<file path="src/rtl/log_multiplier_pipe_pkg.sv">
// Shared log-domain helpers: fraction / leading-one widths and a leading-one search.
package log_mult_pkg;

    localparam int MAX_W = 64;

    function automatic int frac_bits(input int w);
        return w - 1;
    endfunction

    function automatic int lod_bits(input int w);
        return $clog2(w);
    endfunction

    // Highest set bit index; 0 for an all-zero word (callers gate that with a zero flag).
    function automatic int lead_pos(input logic [MAX_W-1:0] v);
        int pos;
        pos = 0;
        for (int i = 0; i < MAX_W; i++)
            if (v[i]) pos = i;
        return pos;
    endfunction

endpackage

</file>
<file path="src/rtl/log_multiplier_pipe_if.sv">
// Operand/result handshake bundle for the pipelined log multiplier.
interface log_multiplier_pipe_if #(
    parameter int WIDTH = 8,
    parameter int TAG_W = 4
);
    logic                 in_valid;
    logic                 in_ready;
    logic [WIDTH-1:0]     in_a;
    logic [WIDTH-1:0]     in_b;
    logic [TAG_W-1:0]     in_tag;
    logic                 out_valid;
    logic                 out_ready;
    logic [2*WIDTH-1:0]   out_result;
    logic [TAG_W-1:0]     out_tag;
    logic                 out_zero;
    logic                 busy;

    modport master (
        output in_valid, in_a, in_b, in_tag, out_ready,
        input  in_ready, out_valid, out_result, out_tag, out_zero, busy
    );

    modport slave (
        input  in_valid, in_a, in_b, in_tag, out_ready,
        output in_ready, out_valid, out_result, out_tag, out_zero, busy
    );
endinterface

</file>
<file path="src/rtl/log_multiplier_pipe_lod.sv">
// Leading-one detector: zero flag, leading-one index and the bits below it left-aligned.
module lod_param
    import log_mult_pkg::*;
#(
    parameter int WIDTH = 8,
    localparam int F = frac_bits(WIDTH),
    localparam int K = lod_bits(WIDTH)
) (
    input  logic [WIDTH-1:0] val_i,
    output logic             zero_o,
    output logic [K-1:0]     k_o,
    output logic [F-1:0]     x_o
);
    int pos;

    // Shifting the leading one up to bit F leaves the fraction in the low F bits.
    always_comb begin
        pos    = lead_pos(MAX_W'(val_i));
        zero_o = (val_i == '0);
        k_o    = K'(pos);
        x_o    = F'(val_i << (F - pos));
    end
endmodule

</file>
<file path="src/rtl/log_multiplier_pipe.sv">
// Three-stage Mitchell log multiplier: LOD -> log-domain add -> antilog shift,
// with a single global stall driven by output back-pressure.
module log_multiplier_pipe
    import log_mult_pkg::*;
#(
    parameter int WIDTH = 8,
    parameter int TAG_W = 4
) (
    input  logic                clk,
    input  logic                reset,
    log_multiplier_pipe_if.slave bus
);
    localparam int F      = frac_bits(WIDTH);
    localparam int K      = lod_bits(WIDTH);
    localparam int STAGES = 3;
    localparam int PW     = 3*WIDTH - 1;
    localparam int RW     = 2*WIDTH;

    logic             za_d, zb_d;
    logic [K-1:0]     ka_d, kb_d;
    logic [F-1:0]     xa_d, xb_d;

    lod_param #(.WIDTH(WIDTH)) u_lod_a (.val_i(bus.in_a), .zero_o(za_d), .k_o(ka_d), .x_o(xa_d));
    lod_param #(.WIDTH(WIDTH)) u_lod_b (.val_i(bus.in_b), .zero_o(zb_d), .k_o(kb_d), .x_o(xb_d));

    logic [STAGES:1]  vld_pipe_q;
    logic             stall;

    // stage 1
    logic             za_q, zb_q;
    logic [K-1:0]     ka_q, kb_q;
    logic [F-1:0]     xa_q, xb_q;
    logic [TAG_W-1:0] tag1_q;
    // stage 2
    logic [K:0]       ksum_d, ksum_q;
    logic [F:0]       fsum_d, fsum_q;
    logic             zero2_q;
    logic [TAG_W-1:0] tag2_q;
    // stage 3
    logic [RW-1:0]    result_d, result_q;
    logic             zero3_q;
    logic [TAG_W-1:0] tag3_q;

    logic [K:0]       exp_w;
    logic [WIDTH-1:0] mant;
    logic [PW-1:0]    prod;

    always_comb begin
        ksum_d   = {1'b0, ka_q} + {1'b0, kb_q};
        fsum_d   = {1'b0, xa_q} + {1'b0, xb_q};
        // Fraction carry bumps the exponent; the mantissa keeps only the low F bits.
        exp_w    = ksum_q + {{K{1'b0}}, fsum_q[F]};
        mant     = {1'b1, fsum_q[F-1:0]};
        prod     = PW'(mant) << exp_w;
        result_d = zero2_q ? '0 : RW'(prod >> F);
    end

    assign stall          = vld_pipe_q[STAGES] & ~bus.out_ready;
    assign bus.in_ready   = ~stall;
    assign bus.out_valid  = vld_pipe_q[STAGES];
    assign bus.out_result = result_q;
    assign bus.out_tag    = tag3_q;
    assign bus.out_zero   = zero3_q;
    assign bus.busy       = |vld_pipe_q;

    always_ff @(posedge clk or posedge reset) begin
        if (reset) begin
            vld_pipe_q <= '0;
            za_q       <= 1'b0;
            zb_q       <= 1'b0;
            ka_q       <= '0;
            kb_q       <= '0;
            xa_q       <= '0;
            xb_q       <= '0;
            tag1_q     <= '0;
            ksum_q     <= '0;
            fsum_q     <= '0;
            zero2_q    <= 1'b0;
            tag2_q     <= '0;
            result_q   <= '0;
            zero3_q    <= 1'b0;
            tag3_q     <= '0;
        end else if (!stall) begin
            vld_pipe_q <= {vld_pipe_q[STAGES-1:1], bus.in_valid};
            za_q       <= za_d;
            zb_q       <= zb_d;
            ka_q       <= ka_d;
            kb_q       <= kb_d;
            xa_q       <= xa_d;
            xb_q       <= xb_d;
            tag1_q     <= bus.in_tag;
            ksum_q     <= ksum_d;
            fsum_q     <= fsum_d;
            zero2_q    <= za_q | zb_q;
            tag2_q     <= tag1_q;
            result_q   <= result_d;
            zero3_q    <= zero2_q;
            tag3_q     <= tag2_q;
        end
    end
endmodule

</file>
<file path="src/flat_wrapper.sv">
// flat-port wrapper written by rule: the top's interface ports become plain ports
module log_multiplier_pipe_flat import log_mult_pkg::*;
#(
    parameter int WIDTH = 8,
    parameter int TAG_W = 4
)
  (clk, reset, bus_in_valid, bus_in_a, bus_in_b, bus_in_tag, bus_out_ready, bus_in_ready, bus_out_valid, bus_out_result, bus_out_tag, bus_out_zero, bus_busy);
  log_multiplier_pipe_if #(.WIDTH(WIDTH), .TAG_W(TAG_W)) bus_i ();
  input  logic clk;
  input  logic reset;
  input wire logic [$bits(bus_i.in_valid)-1:0] bus_in_valid;
  input wire logic [$bits(bus_i.in_a)-1:0] bus_in_a;
  input wire logic [$bits(bus_i.in_b)-1:0] bus_in_b;
  input wire logic [$bits(bus_i.in_tag)-1:0] bus_in_tag;
  input wire logic [$bits(bus_i.out_ready)-1:0] bus_out_ready;
  output wire logic [$bits(bus_i.in_ready)-1:0] bus_in_ready;
  output wire logic [$bits(bus_i.out_valid)-1:0] bus_out_valid;
  output wire logic [$bits(bus_i.out_result)-1:0] bus_out_result;
  output wire logic [$bits(bus_i.out_tag)-1:0] bus_out_tag;
  output wire logic [$bits(bus_i.out_zero)-1:0] bus_out_zero;
  output wire logic [$bits(bus_i.busy)-1:0] bus_busy;
  assign bus_i.in_valid = bus_in_valid;
  assign bus_i.in_a = bus_in_a;
  assign bus_i.in_b = bus_in_b;
  assign bus_i.in_tag = bus_in_tag;
  assign bus_i.out_ready = bus_out_ready;
  assign bus_in_ready = bus_i.in_ready;
  assign bus_out_valid = bus_i.out_valid;
  assign bus_out_result = bus_i.out_result;
  assign bus_out_tag = bus_i.out_tag;
  assign bus_out_zero = bus_i.out_zero;
  assign bus_busy = bus_i.busy;
  log_multiplier_pipe #(.WIDTH(WIDTH), .TAG_W(TAG_W)) u_core (.clk(clk), .reset(reset), .bus(bus_i));
endmodule
</file>
<file path="config.mk">
export PLATFORM = sky130hd
export DESIGN_NAME = log_multiplier_pipe_flat
export DESIGN_NICKNAME = d
export VERILOG_FILES = /design/src/rtl/log_multiplier_pipe_pkg.sv /design/src/rtl/log_multiplier_pipe_if.sv /design/src/rtl/log_multiplier_pipe_lod.sv /design/src/rtl/log_multiplier_pipe.sv /design/src/flat_wrapper.sv
export SDC_FILE = /design/constraint.sdc
export NUM_CORES = 1
export LEC_CHECK = 0
export CAP_MARGIN = 20
export CORE_ASPECT_RATIO = 1.5
export CORE_UTILIZATION = 50
export CTS_BUF_LIST = sky130_fd_sc_hd__clkbuf_8
export CTS_CLUSTER_SIZE = 14
export DETAILED_ROUTE_END_ITERATION = 8
export GPL_TIMING_DRIVEN = 0
export HOLD_SLACK_MARGIN = 0.06
export PLACE_DENSITY = 0.73
export SYNTH_ARGS = -nofsm -noshare
export SYNTH_HDL_FRONTEND = slang
export SYNTH_SLANG_ARGS = --single-unit
export TNS_END_PERCENT = 100
</file>
<file path="constraint.sdc">
create_clock -name clk -period 3.3 [get_ports clk]
set_clock_uncertainty 0.2 [all_clocks]
set_input_delay 0.66 -clock clk [delete_from_list [all_inputs] [get_ports clk]]
set_output_delay 0.66 -clock clk [all_outputs]
set_load 0.02 [all_outputs]
</file>
# Yosys cells after proc, flatten, opt, wreduce, memory -nomap -nowiden
# Index checks and enable logic that the tools add are counted.
dict set report word_totals {
  reg_bits 67
  inputBits 24
  out_inout_bits 24
}
dict set report classes {
  muxes 15
  n_reduce_logical 3
  addsub 5
  bitwise_logic 4
  n_shift 3
}
# operator count
set op_table {}
lappend op_table {{$mux 32} 12}
lappend op_table {{$shl 8x32->7} 2}
lappend op_table {{$sub 4x32->32 const A} 2}
lappend op_table {{$shl 8x4->23} 1}
lappend op_table {{$logic_not 8->1} 2}
lappend op_table {{$mux 16} 1}
lappend op_table {{$add 7x7->8} 1}
lappend op_table {{$add 3x3->4} 1}
lappend op_table {{$add 4x1->4} 1}
lappend op_table {{$reduce_or 3->1} 1}
lappend op_table {{$mux 1} 2}
lappend op_table {{$not 1->1} 2}
lappend op_table {{$and 1x1->1} 1}
lappend op_table {{$or 1x1->1} 1}

# Longest topological paths before layout
# Gate-level depths: netlist (run 1).
dict set report depth {
  word_depth 9
  ltp_mapped 7
  depth_no_buf 7
}

# By module
# Synthesis (run 1) repeated with hierarchy kept, for this count alone.
dict set report hier_totals {
  cells_unflattened 454
  area_unflattened_um2 3895.0
}
# module cells_per_inst seq_area_each_um2 instances area_each_um2
set modules_own_cells {}
lappend modules_own_cells {log_multiplier_pipe 356 1676.6 1 3289.4}
lappend modules_own_cells {lod_param 49 0.0 2 302.8}

# Worst setup path after synthesis (run 1)
# OpenSTA, ideal clock, no wires.
dict set report synth_path {
  path_kind {input port to output port}
  from {input bus_out_ready}
  to {output bus_in_ready}
  arrival_time_ps 1231
  slack_ps 1209
  stages 3
  path_cell_list {nor2b_1 -> inv_1 -> buf_1}
}
dict set report synth_between {
  elab_chain_cells 3
}
# item line
set synth_lines {}
lappend synth_lines {{start: declaration} flat_wrapper.sv:15} ;# input wire logic [$bits(bus_i.out_ready)-1:0] bus_out_ready;
lappend synth_lines {{$not 1->1} log_multiplier_pipe.sv:58} ;# assign stall = vld_pipe_q[STAGES] & ~bus.out_ready;
lappend synth_lines {{$and 1x1->1} log_multiplier_pipe.sv:58}
lappend synth_lines {{$not 1->1} log_multiplier_pipe.sv:59} ;# assign bus.in_ready = ~stall;
lappend synth_lines {{end: declaration} flat_wrapper.sv:16} ;# output wire logic [$bits(bus_i.in_ready)-1:0] bus_in_ready;
# No other way between the ends.

# Worst setup path after layout (run 1)
# Ends and elaborated chain as after synthesis.

==> out/results.ini, run 1 <==
[yosys]
yosysTopAreaCell = dfrtp_1
synth_seq_cells = 67
syn_nets = 438
synth-async-reset-ratio_pct = 100
synth-edff-count = 0
yosysSeqAreaShare_pct = 45.7
synth.cell_area_um2 = 3670
synth_top_area_share_pct = 45.7
synth_area_leaders = dfrtp_1, nand2_1, ha_1
avgSynthCellArea_um2 = 9.18
synth-main-ff-cell = dfrtp_1
synthCells = 400
synth.distinct_cells = 54
ys_warn_count = 0

[floorplanning]
die_w_um = 72.0
core_area_um2 = 6990
dieArea_um2 = 7700
rows = 37
ios = 48
start_util_pct = 52.5
die_h_um = 107

[placement]
place_congestion = 0.900
pre_cts_ws_ns = -0.105
placed_area_um2 = 4260
hpwl_um = 6610
port_buffers = 45

[cells_and_area]
nNetsFinal = 494
final_common_cell = nand2_1
post-route-cell-area_um2 = 4470
antenna_cells = 0
final_layout_size_suffix_gt1_share_pct = 9.33
seq_area_um2 = 1680
syn2layout_area_growth_pct = 21.7
multi_input_area_um2 = 1850
fillers = 603
final_cell_mix = nand2_1, dfrtp_1, clkdlybuf4s50_1
postLayoutCoreUtil_pct = 63.9

[setup_path]
reg2reg_to = u_core.bus.out_result[0]
critical_path_class = input port to output port
crit_fanout = 15
crit_buf_inv = 3
startpoint_type = input port
slowest_delay_ns = 0.59
crit_slowest_cell = clkdlybuf4s50_1
ff2ff_setup_slack_ns = 0.97
crit_arrival_ns = 2.24
required_ns = 2.44
cp_cell_sequence = clkdlybuf4s50_1, nor2b_1, inv_2, clkdlybuf4s50_1
reg2regPathDepth = 7
cp_top_family = buffers and inverters
end_kind = output port
reg2reg_from = u_core.fsum_q[7]
cpMostUsedCell = clkdlybuf4s50_1

[min_path]
worstHoldStart = u_core.bus.out_zero
hold_depth = 2
min_path_type = flip-flop to flip-flop
holdPathEnd = u_core.bus.out_zero

[clock_network]
holdBufCountCts = 0
cts_tree = built
numCtsBuffers = 9
path_clk_slew_ns = 0.07
h-tree-depth = 3
cts_root_buffer = clkbuf_8
clock_latency_ns = 0.34
numClockSinks = 67
cts_buffer_depth = 2
cts_setup_buffers = 0

[power_and_ir_drop]
power_frac_clock_pct = 18.6
p_per_area_nw_per_um2 = 870
switchingPower_mw = 1.57
leakage_nw = 2.03
intPower_mw = 2.31
vdd_ir_drop_max_mv = 0.325
power_frac_comb_pct = 48.8
p_total_mw = 3.89
p_seq_share_pct = 32.6
swShare_pct = 40.5

[routing]
wl_per_cell_um = 15.5
ant_nets = 0
dr.pass1.iters = 4
drt_iter0_drc = 213
via_per_inst = 5.64
route.vias.total = 3146
wl_um = 8660
drc = 0

[sta]
post-route-period-util_pct = 93.9
rsz0062_at_grt = no
hold_viol = 0
slew_headroom_pct = 52.9
setup_violations = 0
worst_slack_ns = 0.201
worstMarginPinSlew_ns = 0.705
fmax_ghz = 0.323
drv_slew = 0
fin_crit_ns = 3.10
tns_ns = 0

[global_routing]
grt_pass1_wl_um = 14300
overflow = 0
grt_max_degree = 36
grt_pass1_vias = 3111
grt_antenna_before_repair = 0
grt_usage_pct = 24.6

[run_status]
outcome = completed

[flow_run]
max_cap_violations = 0

[state kept, by name, summed over array words and instances, names as in the netlist]
signal and flops:
u_core.tag2_q 4, u_core.bus.out_tag 4, u_core.kb_q 3, u_core.vld_pipe_q 3
u_core.xa_q 7, u_core.fsum_q 8, u_core.ka_q 3, u_core.za_q 1
u_core.xb_q 7, u_core.zb_q 1, u_core.ksum_q 4, u_core.bus.out_result 16
u_core.bus.out_zero 1, u_core.zero2_q 1, u_core.tag1_q 4
[Yosys cell counts (all sizes together) (2+ instances only)]
cell,n
nand2b,4
nor2b,7
clkbuf,11
inv,9
nand2,99
fa,2
nor2,38
o311a,2
a21oi,22
dfrtp,67
o221ai,3
xor2,5
o32ai,3
nor3,6
buf,9
a22oi,4
and2,2
a21o,4
o31a,3
mux2,5
a32o,2
o21ai,25
nand3,3
o311ai,4
xnor2,2
a22o,3
o21a,4
ha,12
nor4,2
o41ai,2
mux2i,13
o31ai,14
[cell families (layout without fill, tap and decap cells)]
family / after synthesis / in the layout / synth area share (%)
simple gates: 163 / 163 / 18.1
compound gates: 101 / 101 / 19.8
flops: 67 / 67 / 45.7
buf+inv: 30 / 91 / 3.99
mux: 18 / 18 / 5.18
fa+ha+maj: 14 / 14 / 5.18
xor+xnor: 7 / 7 / 2.08
[how the worst max path moves through the flow]
stage	from	to	slack, ns	cells after the start
2_1_floorplan	reset	u_core.bus.out_result[0]	0.76	1
3_3_place_gp	reset	u_core.xa_q[6]	-0.33	2
3_5_place_dp	bus_out_ready	bus_in_ready	-0.11	5
4_1_cts	bus_out_ready	bus_in_ready	0.07	4
5_1_grt	bus_out_ready	bus_in_ready	0.14	4
6_report	bus_out_ready	bus_in_ready	0.20	4
[through the flow]
step | hold WS (ns) | instances
2_1_floorplan | 0.239 | 400
3_3_place_gp | 0.250 | 542
3_5_place_dp | 0.255 | 543
4_1_cts | 0.271 | 558
5_1_grt | 0.295 | 558
6_report | 0.263 | 558
[layout make-up]
class / count / area share, %
Buffer: 19 / 2.35
Clock buffer: 9 / 2.77
Clock inverter: 7 / 1.88
Inverter: 10 / 0.840
Multi-Input combinational cell: 303 / 41.4
Sequential cell: 67 / 37.5
Tap cell: 97 / 2.72
Timing Repair Buffer: 46 / 10.5
[repair_timing]
item                                    in CTS  in global routing
gates resized for setup                      0                  1
endpoints found under the setup margin       1                  1
gates cloned                                 0                  0
[worst reg2reg max path, stage by stage, from the launching register on]
cell and delay (ns):
dfrtp_1 0.41, ha_1 0.23, ha_1 0.37, buf_2 0.24, nand2_1 0.09, o21ai_0 0.22, o21ai_0 0.19, a32o_1 0.28
[metal layers]
layer  track usage (%)  up-vias  part of all wire [%]
met3              3.95       24                   2.5
met5                 0        -                     0
li1                  -     1520                     -
met2              44.3       82                    55
met4              13.4        0                   3.3
met1              27.0     1520                    39
[power groups by stage]
stage	Clock (mW)	Sequential, mW	Combinational (mW)
floorplan	0	1.36	1.19
global placement	0	1.27	1.84
detailed placement	0	1.29	1.87
CTS	0.731	1.27	1.89
global route	0.765	1.30	2.08
finish	0.723	1.27	1.90
(Power assumes the default switching activity.)
==> inputs of run 2 (changes only) <==
- CORE_UTILIZATION: 50 -> 55
- PLACE_DENSITY: 0.73 -> 0.8
==> out/results.ini, run 2 (synthesis results as in run 1) <==
[cells_and_area]
post-route-cell-area_um2 = 4450
fillers = 541
postLayoutCoreUtil_pct = 68.6
final_cell_mix = nand2_1, dfrtp_1, clkdlybuf4s50_1
syn2layout_area_growth_pct = 21.2
seq_area_um2 = 1680
final_common_cell = nand2_1
finalNonFillerCells = 537
nNetsFinal = 494
largest_reg_flops = 16
final_layout_size_suffix_gt1_share_pct = 9.11
antenna_cells = 0
multi_input_area_um2 = 1850

[routing]
wl_um = 8670
drc = 0
via_per_inst = 5.74
ant_nets = 0
drt_iter0_drc = 184
dr.pass1.iters = 4
wl_per_cell_um = 16.1
route.vias.total = 3080

[floorplanning]
die_w_um = 68.7
rows = 36
dieArea_um2 = 7010
start_util_pct = 56.6
die_h_um = 102
ios = 48
core_area_um2 = 6490

[setup_path]
endpoint = bus_in_ready
reg2regPathDepth = 7
ff2ff_setup_slack_ns = 0.95
critical_path_class = input port to output port
crit_arrival_ns = 2.34
startpoint_type = input port
critPathLaunch = bus_out_ready
reg2reg_to = u_core.bus.out_result[0]
end_kind = output port
reg2reg_from = u_core.fsum_q[7]
required_ns = 2.44
crit_fanout = 15

[power_and_ir_drop]
p_per_area_nw_per_um2 = 882
leakage_nw = 2.02
vdd_ir_drop_max_mv = 0.311

[global_routing]
grt_pass1_vias = 2997
grt_antenna_before_repair = 0
grt_usage_pct = 27.7
grt_max_degree = 36
grt_pass1_wl_um = 14100
overflow = 0

[sta]
slew_headroom_pct = 51.3
worst_slack_ns = 0.102
hold_viol = 0
rsz0062_at_grt = no
post-route-period-util_pct = 96.9
worstMarginPinSlew_ns = 0.729
drv_slew = 0
fmax_ghz = 0.313
setup_violations = 0
fin_crit_ns = 3.20
tns_ns = 0

[min_path]
min_path_type = flip-flop to flip-flop
hold_depth = 2

[run_status]
outcome = completed

[placement]
place_inst = 522
place_congestion = 0.879
port_buffers = 45
hpwl_um = 6540
pre_cts_ws_ns = -0.110
placed_area_um2 = 4240

[clock_network]
holdBufCountCts = 0
path_clk_slew_ns = 0.08
numClockSinks = 67
cts_setup_buffers = 0
cts_tree = built
h-tree-depth = 3
cts_root_buffer = clkbuf_8
clock_latency_ns = 0.35
cts_resized = 0
numCtsBuffers = 9
cts_buffer_depth = 2

[flow_run]
max_cap_violations = 0

## run 2: cell type report
class,instances,area share [%]
clock inverters,7,2.08
plain buffers,19,2.36
repair buffers,46,10.6
multi-input cells,303,41.6
well taps,76,2.14
flip-flops and latches,67,37.7
inverters,10,0.843
clock buffers,9,2.78
## run 2: how the worst min path moves through the flow
stage / start / end / slack, ns
floorplan: u_core.tag1_q[0] / u_core.tag1_q[0] / 0.24
global placement: u_core.tag1_q[1] / u_core.tag1_q[1] / 0.25
detailed placement: u_core.tag1_q[2] / u_core.tag1_q[2] / 0.26
CTS: u_core.tag2_q[0] / u_core.tag2_q[0] / 0.27
global route: u_core.tag2_q[0] / u_core.tag2_q[0] / 0.28
finish: u_core.bus.out_tag[0] / u_core.bus.out_tag[0] / 0.27
## run 2: power breakdown
| group | switching (mW) | leakage [nW] | internal (mW) |
|---|---|---|---|
| combinational | 1.10 | 1.10 | 0.804 |
| clock | 0.331 | 0.107 | 0.424 |
| sequential | 0.175 | 0.813 | 1.09 |
| total | 1.61 | 2.02 | 2.32 |
## run 2: per-stage QoR
stage / hold WS, ns / total power [mW]
floorplan: 0.239 / 2.56
global placement: 0.249 / 3.10
detailed placement: 0.256 / 3.17
CTS: 0.273 / 3.91
global route: 0.285 / 4.19
finish: 0.268 / 3.93
## run 2: critical path, stage by stage
cell	delay, ns
clkdlybuf4s50_1	0.40
nor2b_1	0.30
inv_1	0.34
clkdlybuf4s50_1	0.63
## run 2: metal layers
metal  global-route usage [%]  up-vias  part of all wire [%]
met5                        0        -                     0
met3                     4.91       22                   4.1
met1                     30.8     1450                    39
met4                     13.2        0                   2.9
met2                     49.5       90                    54
li1                         -     1518                     -
==> inputs of run 3 (changes only) <==
- CTS_CLUSTER_SIZE: 14 -> 10
- SKIP_LAST_GASP: default -> 1
==> results of run 3 <==
Same layout as run 2: the final DEF is identical, and so are final timing and power.
